[config.mk]
export PLATFORM = sky130hd
export DESIGN_NAME = lsu_ctrl
export DESIGN_NICKNAME = d
export VERILOG_FILES = /design/src/rtl/lsu_ctrl.sv
export SDC_FILE = /design/constraint.sdc
export NUM_CORES = 1
export LEC_CHECK = 0
export ABC_AREA = 1
export CORE_AREA = 2 2 141 143
export CTS_CLUSTER_DIAMETER = 60
export DETAILED_ROUTE_END_ITERATION = 12
export DIE_AREA = 0 0 143 145
export PLACE_DENSITY = 0.88
export SLEW_MARGIN = 20
export SYNTH_ARGS = -nofsm -noshare
export SYNTH_HDL_FRONTEND = slang
export SYNTH_SLANG_ARGS = --single-unit
[constraint.sdc]
create_clock -name clk -period 1.5 [get_ports clk]
set_clock_uncertainty 0.1 [all_clocks]
set_input_delay 0.3 -clock clk [delete_from_list [all_inputs] [get_ports clk]]
set_output_delay 0.3 -clock clk [all_outputs]
set_load 0.005 [all_outputs]
[src/rtl/lsu_ctrl.sv]
// Load/store sequencer: latches one access, checks it, runs a req/ack memory
// handshake with timeout, and returns an aligned, extended load result.
module lsu_ctrl #(
  parameter int unsigned TIMEOUT = 16
) (
  input  logic        clk,
  input  logic        rst_n,
  input  logic        start,
  input  logic [7:0]  op,
  input  logic [31:0] base,
  input  logic [31:0] offset,
  input  logic [31:0] store_data,
  output logic        busy,
  output logic        done,
  output logic        err,
  output logic [31:0] load_data,
  output logic        mem_req,
  output logic        mem_we,
  output logic [31:0] mem_addr,
  output logic [31:0] mem_wdata,
  output logic [3:0]  mem_wstrb,
  input  logic [31:0] mem_rdata,
  input  logic        mem_ack
);

  typedef enum logic [1:0] {
    IDLE = 2'd0,
    REQ  = 2'd1,
    RESP = 2'd2,
    FAIL = 2'd3
  } state_t;

  localparam logic [7:0] CNT_LAST = 8'(TIMEOUT - 1);

  state_t      state_q, state_d;
  logic [7:0]  op_q, op_d;
  logic [31:0] ea_q, ea_d;
  logic [31:0] sdata_q, sdata_d;
  logic [31:0] ld_q, ld_d;
  logic [7:0]  cnt_q, cnt_d;

  logic [31:0] ea_s;
  logic        onehot_s;
  logic        misal_s;
  logic        is_load_s;
  logic        is_store_s;
  logic        wr_act_s;

  // Aligned, sign/zero-extended load value for the latched op and byte lane.
  function automatic logic [31:0] extract_load(input logic [7:0] o, input logic [1:0] lane,
                                               input logic [31:0] rd);
    logic [7:0]  b;
    logic [15:0] h;
    case (lane)
      2'd0:    b = rd[7:0];
      2'd1:    b = rd[15:8];
      2'd2:    b = rd[23:16];
      2'd3:    b = rd[31:24];
      default: b = rd[7:0];
    endcase
    h = lane[1] ? rd[31:16] : rd[15:0];
    if (o[0])      extract_load = {{24{b[7]}}, b};
    else if (o[1]) extract_load = {{16{h[15]}}, h};
    else if (o[3]) extract_load = {24'd0, b};
    else if (o[4]) extract_load = {16'd0, h};
    else           extract_load = rd;
  endfunction

  // Byte enables for a store of the latched op at the given lane.
  function automatic logic [3:0] store_strb(input logic [7:0] o, input logic [1:0] lane);
    if (o[5])      store_strb = 4'b0001 << lane;
    else if (o[6]) store_strb = lane[1] ? 4'b1100 : 4'b0011;
    else if (o[7]) store_strb = 4'b1111;
    else           store_strb = 4'b0000;
  endfunction

  // Store data replicated across every lane it could land in.
  function automatic logic [31:0] store_wdata(input logic [7:0] o, input logic [31:0] d);
    if (o[5])      store_wdata = {4{d[7:0]}};
    else if (o[6]) store_wdata = {2{d[15:0]}};
    else if (o[7]) store_wdata = d;
    else           store_wdata = 32'd0;
  endfunction

  assign ea_s     = base + offset;
  assign onehot_s = (op != 8'd0) && ((op & (op - 8'd1)) == 8'd0);
  assign misal_s  = ((op[1] | op[4] | op[6]) & ea_s[0]) |
                    ((op[2] | op[7]) & (ea_s[1:0] != 2'b00));

  assign is_load_s  = |op_q[4:0];
  assign is_store_s = |op_q[7:5];

  // State and access registers.
  always_ff @(posedge clk or negedge rst_n) begin
    if (!rst_n) begin
      state_q <= IDLE;
      op_q    <= 8'd0;
      ea_q    <= 32'd0;
      sdata_q <= 32'd0;
      ld_q    <= 32'd0;
      cnt_q   <= 8'd0;
    end else begin
      state_q <= state_d;
      op_q    <= op_d;
      ea_q    <= ea_d;
      sdata_q <= sdata_d;
      ld_q    <= ld_d;
      cnt_q   <= cnt_d;
    end
  end

  // Next-state logic; a bad op or misalignment never reaches REQ.
  always_comb begin
    state_d = state_q;
    op_d    = op_q;
    ea_d    = ea_q;
    sdata_d = sdata_q;
    ld_d    = ld_q;
    cnt_d   = cnt_q;
    case (state_q)
      IDLE: begin
        if (start) begin
          op_d    = op;
          ea_d    = ea_s;
          sdata_d = store_data;
          cnt_d   = 8'd0;
          if (!onehot_s || misal_s) state_d = FAIL;
          else                      state_d = REQ;
        end else begin
          state_d = IDLE;
        end
      end
      REQ: begin
        if (mem_ack) begin
          state_d = RESP;
          if (is_load_s) ld_d = extract_load(op_q, ea_q[1:0], mem_rdata);
          else           ld_d = ld_q;
        end else if (cnt_q == CNT_LAST) begin
          state_d = FAIL;
        end else begin
          cnt_d = cnt_q + 8'd1;
        end
      end
      RESP:    state_d = IDLE;
      FAIL:    state_d = IDLE;
      default: state_d = IDLE;
    endcase
  end

  assign wr_act_s  = (state_q == REQ) && is_store_s;

  assign busy      = (state_q != IDLE);
  assign done      = (state_q == RESP);
  assign err       = (state_q == FAIL);
  assign load_data = ld_q;
  assign mem_req   = (state_q == REQ);
  assign mem_we    = wr_act_s;
  assign mem_addr  = (state_q == REQ) ? {ea_q[31:2], 2'b00} : 32'd0;
  assign mem_wstrb = wr_act_s ? store_strb(op_q, ea_q[1:0]) : 4'b0000;
  assign mem_wdata = wr_act_s ? store_wdata(op_q, sdata_q) : 32'd0;

endmodule
# Yosys cells after proc, flatten, opt, wreduce, memory -nomap -nowiden
# Cells that the tools add are included.
[totals]
reg_bits = 114
out_inout_bits = 105
word_cells = 70
[classes]
add_sub_neg = 3
n_eq_ne = 11
shift = 1
muxes = 25
bitwise = 7
n_reduce_logical = 17
[op_table]
columns = ["cell", "n"]
rows = [
  ["32-bit 2-to-1 mux", 9],
  ["32-bit adder", 1],
  ["8-bit case mux with 4 select lines", 1],
  ["8-bit 2-to-1 mux", 3],
  ["4-bit 2-to-1 mux", 5],
  ["16-bit 2-to-1 mux", 1],
  ["8-bit case mux with 2 select lines", 1],
  ["8-bit by 1-bit adder with 8-bit output, second input constant", 1],
  ["8-bit bitwise AND", 1],
  ["2-bit equality test, second input constant", 4],
  ["8-bit by 4-bit equality test with 1-bit output, second input constant", 1],
  ["8-bit logical NOT", 1],
  ["2-bit 2-to-1 mux", 4],
  ["8-bit nonzero test", 1],
  ["8-bit by 1-bit subtractor with 8-bit output, second input constant", 1],
  ["2-bit inequality test, second input constant", 3],
  ["2-bit case mux with 3 select lines", 1],
  ["2-bit nonzero test", 3],
  ["5-bit OR reduction", 1],
  ["2-bit by 1-bit equality test with 1-bit output, second input constant", 2],
  ["2-bit logical NOT", 2],
  ["1-bit bitwise OR", 4],
  ["4-bit AND reduction", 1],
  ["1-bit by 2-bit << shifter with 4-bit output, first input constant", 1],
  ["9 further kinds", 11],
]

# Logic depth before layout (Yosys ltp)
# Gate-level depths: netlist of run 1.
[logic_depth]
word_depth = 9
ltp_mapped = 13
depth_no_buf = 13

# Worst setup path before layout of run 1
# OpenSTA, ideal clock, no wires.
[synth_timing]
kind = "input to register"
startpoint = "input port offset[0]"
endpoint = "register ea_q[16]"
setup_ns = 0.066
arrival_time_ns = 1.703
path_slack_ns = -0.369
stages = 13
cell_sequence = "ha_1 inv_1 fa_1 inv_1 nand3_1 nand3_1 nand2_1 nand2_1 nand2_1 nand2_1 xor2_1 nand2_1 nand2_1"
[synth_via]
elab_chain_len = 1
[synth_lines]
columns = ["element", "line", "text"]
rows = [
  ["start: declaration", "11", "input logic [31:0] offset,"],
  ["32-bit adder", "85", "assign ea_s = base + offset;"],
  ["end signal: assignment", "98", "ea_q <= 32'd0;"],
  ["end signal: assignment", "105", "ea_q <= ea_d;"],
  ["end: declaration", "37", "logic [31:0] ea_q, ea_d;"],
]
# Every way passes these cells.
# A chain may end at the register's enable or synchronous reset.

# Final worst setup path of run 1
[layout_timing]
startpoint = "register state_q[1]"
endpoint = "output port mem_wdata[3]"
[layout_via]
elab_chain_len = 3
[layout_lines]
columns = ["element", "line", "text"]
rows = [
  ["start: declaration", "35", "state_t state_q, state_d;"],
  ["start signal: assignment", "103", "state_q <= state_d;"],
  ["2-bit by 1-bit equality test with 1-bit output", "150", "assign wr_act_s = (state_q == REQ) && is_store_s;"],
  ["1-bit logical AND", "150", ""],
  ["32-bit 2-to-1 mux", "160", "assign mem_wdata = wr_act_s ? store_wdata(op_q, sdata_q) : 32'd0;"],
  ["end: declaration", "20", "output logic [31:0] mem_wdata,"],
]
# Every way passes these cells.

==> results of run 1 <==
## routing by layer
metal	track usage (%)	share of wire, %	vias to the layer above
met3	4.85	7.1	130
met1	35.2	38	4917
met2	55.0	51	553
met5	0	0	-
li1	-	-	4972
met4	14.3	4.4	0
## cell families after synthesis
family / after synthesis / synth area share [%]
buf+inv: 257 / 12.1
other cells: 1 / 0.0448
flops: 114 / 34.1
fa+ha+maj: 33 / 5.02
simple gates: 683 / 32.5
compound gates: 202 / 14.7
xor+xnor: 14 / 1.47
## registers in the layout, summed over array words and instances (netlist names)
register / flops
ea_q: 32
load_data: 32
sdata_q: 32
cnt_q: 8
op_q: 8
state_q: 2
## what timing repair did
action,CTS,global route
resized for setup,361,162
hold buffers,1,0
gates cloned,1,3
setup endpoints to repair,212,189
setup buffers,24,19
pin swaps,50,59
hold endpoints to repair,112,0
## worst paths after layout
path / endpoint / slack [ns] / cells past startpoint
worst max register to register: ea_q[10]$_DFFE_PN0P_ / -0.30 / 10
worst min register to register: load_data[1]$_DFFE_PN0P_ / 0.38 / 2
max in group asynchronous: ea_q[14]$_DFFE_PN0P_ / 0.57 / 3
worst min-delay path: sdata_q[30]$_DFFE_PN0P_ / 0.21 / 2
min in group clk: sdata_q[26]$_DFFE_PN0P_ / 0.31 / 3
worst max-delay path: mem_wdata[3] / -0.86 / 10
## layout make-up
class	instances	area share, %
Multi-Input combinational cell	934	39.1
Timing Repair Buffer	461	29.0
Sequential cell	114	19.6
Inverter	217	5.75
Clock buffer	18	3.02
Tap cell	265	2.28
Clock inverter	14	1.25
## cells in the mapped netlist (all sizes together) (6+ instances only)
cell type / n / area (um^2)
nor3: 9 / 45.0
o31ai: 6 / 45.0
xor2: 6 / 52.6
o21ai: 79 / 418
inv: 217 / 815
nand4: 10 / 62.6
clkbuf: 21 / 78.8
nor2: 158 / 601
a21oi: 79 / 470
a221oi: 15 / 131
o22ai: 9 / 56.3
buf: 19 / 123
dfrtp: 114 / 2850
xnor2: 8 / 70.1
nand3: 63 / 328
ha: 32 / 400
nand2: 436 / 1640
## through the flow
stage / total power [mW] / utilization, % / TNS (ns) / area, um^2
after floorplan: 11.0 / - / -1.59 / 8820
after global placement: 16.8 / 66.7 / -74.27 / 12800
after detailed placement: 17.1 / 66.7 / -77.85 / 12800
after CTS: 22.2 / 71.7 / -61.53 / 13800
after global routing: 25.4 / 75.7 / -83.31 / 14500
final: 24.1 / 75.7 / -73.89 / 14500
## power breakdown
| part | switching [mW] | leakage (nW) | internal, mW |
|---|---|---|---|
| clock network | 1.60 | 0.289 | 2.67 |
| registers | 1.09 | 1.39 | 4.53 |
| logic | 7.49 | 5.76 | 6.73 |
==> impl_metrics.csv, run 1 <==
group,metric,value,unit
run_status,outcome,"complete, but fails checks",
run_status,violations,"negative setup slack",
floorplanning,die_area,20700,um^2
global_route,grt_use_total,30.7,%
floorplanning,core_area,19200,um^2
place,dp_hpwl,23600,um
place,gp_congestion,0.985,
logic_synthesis,yosys_warnings,0,
timing,hold_ws,0.208,ns
global_route,grt_pass1_vias,10300,
critical_path,cp.arrival,1.96,ns
critical_path,r2r-start,"state_q[1]$_DFFE_PN0P_",
detailed_routing,dr_total_vias,10600,
clock_network,cts_made_buffers,17,
critical_path,endpoint_kind,"output pin",
logic_synthesis,synthFlopType,"dfrtp_1",
floorplanning,chipHeight,145,um
finish,multiInputGateArea,5680,um^2
detailed_routing,drt-initial-drc-count,857,
critical_path,crit_start,"state_q[1]$_DFFE_PN0P_",
timing,rsz0062_at_grt,"yes",
timing,fmax,0.424,GHz
floorplanning,chipWidth,143,um
logic_synthesis,synth-edff-count,0,
place,place_ws,-0.846,ns
critical_path,worstSetupStartpointType,"register",
global_route,grt_pass1_wl,50600,um
place,port_buffers,242,
logic_synthesis,synth_cell_type_count,41,
detailed_routing,routedWlPerCell,16.7,um
place,dp_cells,1948,
finish,final_cell_mix,"380 x nand2_1, 191 x inv_1, 166 x buf_4, 114 x dfrtp_1, 113 x nor2_1",
floorplanning,start_util,43.6,%
clock_network,clkTransAtPathRegs,0.06,ns
logic_synthesis,syn-cell-area,8370,um^2
detailed_routing,vias_per_cell,5.23,
power,leakage,7.45,nW
global_route,grt-ovfl-total,0,
critical_path,cpPeakStageDelay,0.40,ns
floorplanning,io_pins,245,
logic_synthesis,synth_cells,1304,
clock_network,insertion_delay,0.43,ns
finish,nets,1918,
finish,n_antenna_cell,0,
detailed_routing,drt_pass1_iterations,5,
clock_network,htree_levels,4,
critical_path,critPathBufInv,7,
power,peakVddDrop,782,uV
critical_path,cp_top_family,"buffers and inverters",
critical_path,worst_ep_required_time,1.10,ns
logic_synthesis,ys_seq_elements,114,
timing,setup_viol,184,
finish,final_common_cell,"nand2_1",
timing,finalHoldViolCount,0,
critical_path,crit_top_cell,"buf_6",
global_route,grt_max_degree,41,
timing,fin_crit,2.36,ns
flow_run,drv_cap,0,
finish,area_growth_syn_to_layout,73.7,%
critical_path,cp_max_fo,4,
logic_synthesis,synth.avg_cell_area,6.42,um^2
floorplanning,rows,51,
clock_network,clkSinkCount,114,
critical_path,path_class,"register to output pin",
power,pwr_density_cell,1660,nW/um^2
finish,fillCellCount,1364,
detailed_routing,drt-total-wl,33800,um
detailed_routing,ant_nets,0,
timing,fin_crit_sh,157,%
finish,seq_area,2850,um^2
clock_network,root_buffer,"clkbuf_16",
timing,slew_viol_final,0,
critical_path,cp_slowest_cell,"dfrtp_1",
timing,fin_ws,-0.858,ns
clock_network,cts_tree,"yes",
critical_path,path_cells,"inv_2 > nand2_4 > a21oi_4 > buf_6 > buf_6 > clkinvlp_4 > buf_6 > buf_6 > nor2_4 > buf_2",
logic_synthesis,async_flop_share,100,%
logic_synthesis,yosysSeqAreaShare,34.1,%
finish,drive_above_1_share,30.5,%
clock_network,clockBufferDepth,2,
global_route,antenna_found_initial,0,
detailed_routing,drc_errors,0,
finish,fin_cells,2023,
hold_path,hp-class,"input port to async pin",
Power figures use the tool's default switching activity.
==> run 2: changes to the inputs <==
--- a/config.mk
+++ b/config.mk
@@ -10,6 +10,7 @@
 export CTS_CLUSTER_DIAMETER = 60
 export DETAILED_ROUTE_END_ITERATION = 12
 export DIE_AREA = 0 0 143 145
+export MAX_ROUTING_LAYER = met4
 export PLACE_DENSITY = 0.88
 export SLEW_MARGIN = 20
 export SYNTH_ARGS = -nofsm -noshare
==> impl_metrics.csv, run 2 (synthesis gave the netlist of run 1 again) <==
group,metric,value,unit
power,pwr_density_cell,1710,nW/um^2
detailed_routing,drt-total-wl,40200,um
critical_path,path_class,"register to output pin",
timing,relSlewSlack,66.0,%
flow_run,drv_cap,0,
critical_path,crit_start,"state_q[1]$_DFFE_PN0P_",
finish,area_growth_syn_to_layout,93.0,%
power,p_total,27.6,mW
critical_path,worstSetupStartpointType,"register",
timing,fin_crit,2.30,ns
floorplanning,chipHeight,145,um
timing,setup_viol,184,
critical_path,cp.arrival,1.90,ns
finish,final_util,84.1,%
global_route,antenna_found_initial,0,
timing,fin_crit_sh,153,%
detailed_routing,drt-initial-drc-count,1018,
place,placed_area,12800,um^2
hold_path,worstHoldStart,"offset[29]",
critical_path,cp_slowest_cell,"dfrtp_1",
global_route,grt_max_degree,85,
clock_network,root_buffer,"clkbuf_16",
place,port_buffers,242,
power,leakage,8.45,nW
finish,final_area,16100,um^2
floorplanning,core_area,19200,um^2
detailed_routing,vias_per_cell,5.56,
floorplanning,start_util,43.6,%
timing,max_slew.worst_pin.slew,0.510,ns
hold_path,hp-class,"input port to register",
global_route,grt_pass1_wl,51100,um
critical_path,endpoint_kind,"output pin",
critical_path,r2r-start,"state_q[1]$_DFFE_PN0P_",
detailed_routing,ant_nets,0,
finish,final_cell_mix,"287 x nand2_1, 181 x inv_1, 176 x buf_4, 113 x dfrtp_1, 101 x nand2_2",
clock_network,clkSinkCount,114,
place,dp_hpwl,23700,um
critical_path,crit_top_cell,"buf_6",
clock_network,clockBufferDepth,2,
global_route,grt-ovfl-total,0,
timing,fmax,0.435,GHz
clock_network,insertion_delay,0.42,ns
detailed_routing,drc_errors,0,
critical_path,worst_ep_required_time,1.10,ns
finish,nets,1963,
clock_network,cts_made_buffers,17,
run_status,violations,"negative setup slack",
critical_path,path_cells,"inv_2 > nand2_4 > a21oi_4 > buf_6 > clkinvlp_4 > buf_6 > nor2_4 > buf_2",
timing,slew_viol_final,0,
floorplanning,rows,51,
critical_path,cp_top_family,"buffers and inverters",
floorplanning,io_pins,245,
run_status,outcome,"complete, but fails checks",
clock_network,htree_levels,4,
floorplanning,chipWidth,143,um
place,gp_congestion,1.02,
detailed_routing,drt_pass1_iterations,7,
clock_network,cts_tree,"yes",
clock_network,clkTransAtPathRegs,0.06,ns
detailed_routing,dr_total_vias,11500,
detailed_routing,routedWlPerCell,19.4,um
timing,finalHoldViolCount,0,
critical_path,cpPeakStageDelay,0.39,ns
global_route,grt_pass1_vias,10500,
critical_path,critPathBufInv,5,
timing,fin_ws,-0.798,ns
floorplanning,die_area,20700,um^2
global_route,grt_use_total,31.7,%
critical_path,cp_max_fo,5,
finish,drive_above_1_share,44.0,%
timing,rsz0062_at_grt,"yes",
power,peakVddDrop,1070,uV
finish,final_common_cell,"nand2_1",
-- run 2: path summary, 6_finish.rpt --
path,depth (start not counted),slack [ns],to
max,8,-0.80,mem_wdata[5]
min,5,0.29,ea_q[29]$_DFFE_PN0P_
max reg2reg,11,-0.56,cnt_q[3]$_DFFE_PN0P_
min reg2reg,2,0.38,load_data[5]$_DFFE_PN0P_
max in group asynchronous,3,0.55,op_q[3]$_DFFE_PN0P_
min in group asynchronous,3,0.34,sdata_q[14]$_DFFE_PN0P_
-- run 2: final cells by class --
type | instances | area (um^2)
inverters | 217 | 883
diodes | 1 | 2.50
well taps | 265 | 332
fillers | 1008 | 3060
flip-flops and latches | 114 | 2850
repair buffers | 505 | 4980
clock buffers | 17 | 425
repair inverters | 1 | 16.3
multi-input cells | 934 | 6420
clock inverters | 15 | 231
-- run 2: report_power, final --
group | leakage, nW | internal, mW | switching (mW) | total [mW]
Sequential | 1.39 | 4.53 | 1.21 | 5.74
Clock | 0.302 | 2.96 | 1.63 | 4.59
Combinational | 6.76 | 8.24 | 8.99 | 17.2
-- run 2: routing by layer --
| metal | part of all wire (%) | vias to the layer above | track usage [%] |
|---|---|---|---|
| li1 | - | 5082 | - |
| met1 | 35 | 5412 | 36.2 |
| met2 | 50 | 773 | 54.7 |
| met3 | 8.1 | 237 | 5.58 |
| met4 | 6.9 | 0 | 12.7 |
| met5 | 0 | - | - |
-- run 2: timing repair --
action,4_1_cts,5_1_grt
cloned,2,18
hold buffers,1,0
pin swaps,54,142
resized for setup,424,530
hold endpoints to repair,114,0
buffers inserted,21,56
setup endpoints to repair,212,210
-- run 2: worst reg2reg max path, cell delays in order, from the launching register on --
cell and delay, ns:
dfrtp_1 0.39, inv_2 0.11, nand2_4 0.07, buf_4 0.17
clkbuf_16 0.17, buf_4 0.15, o21ai_4 0.14, o21ai_2 0.09
inv_2 0.15, nand2_2 0.07, xor2_1 0.23, nor2_1 0.10
-- run 2: metrics by stage --
| step | setup TNS (ns) | worst slack [ns] | std cells | hold slack [ns] |
|---|---|---|---|---|
| 5_1_grt | -77.88 | -0.813 | 2068 | 0.313 |
| 6_report | -73.62 | -0.798 | 2069 | 0.289 |
| 2_1_floorplan | -1.59 | -0.187 | 1305 | -0.0956 |
| 4_1_cts | -50.52 | -0.709 | 1997 | 0.308 |
| 3_5_place_dp | -74.07 | -0.845 | 1942 | 0.281 |
| 3_3_place_gp | -72.21 | -0.793 | 1942 | 0.265 |
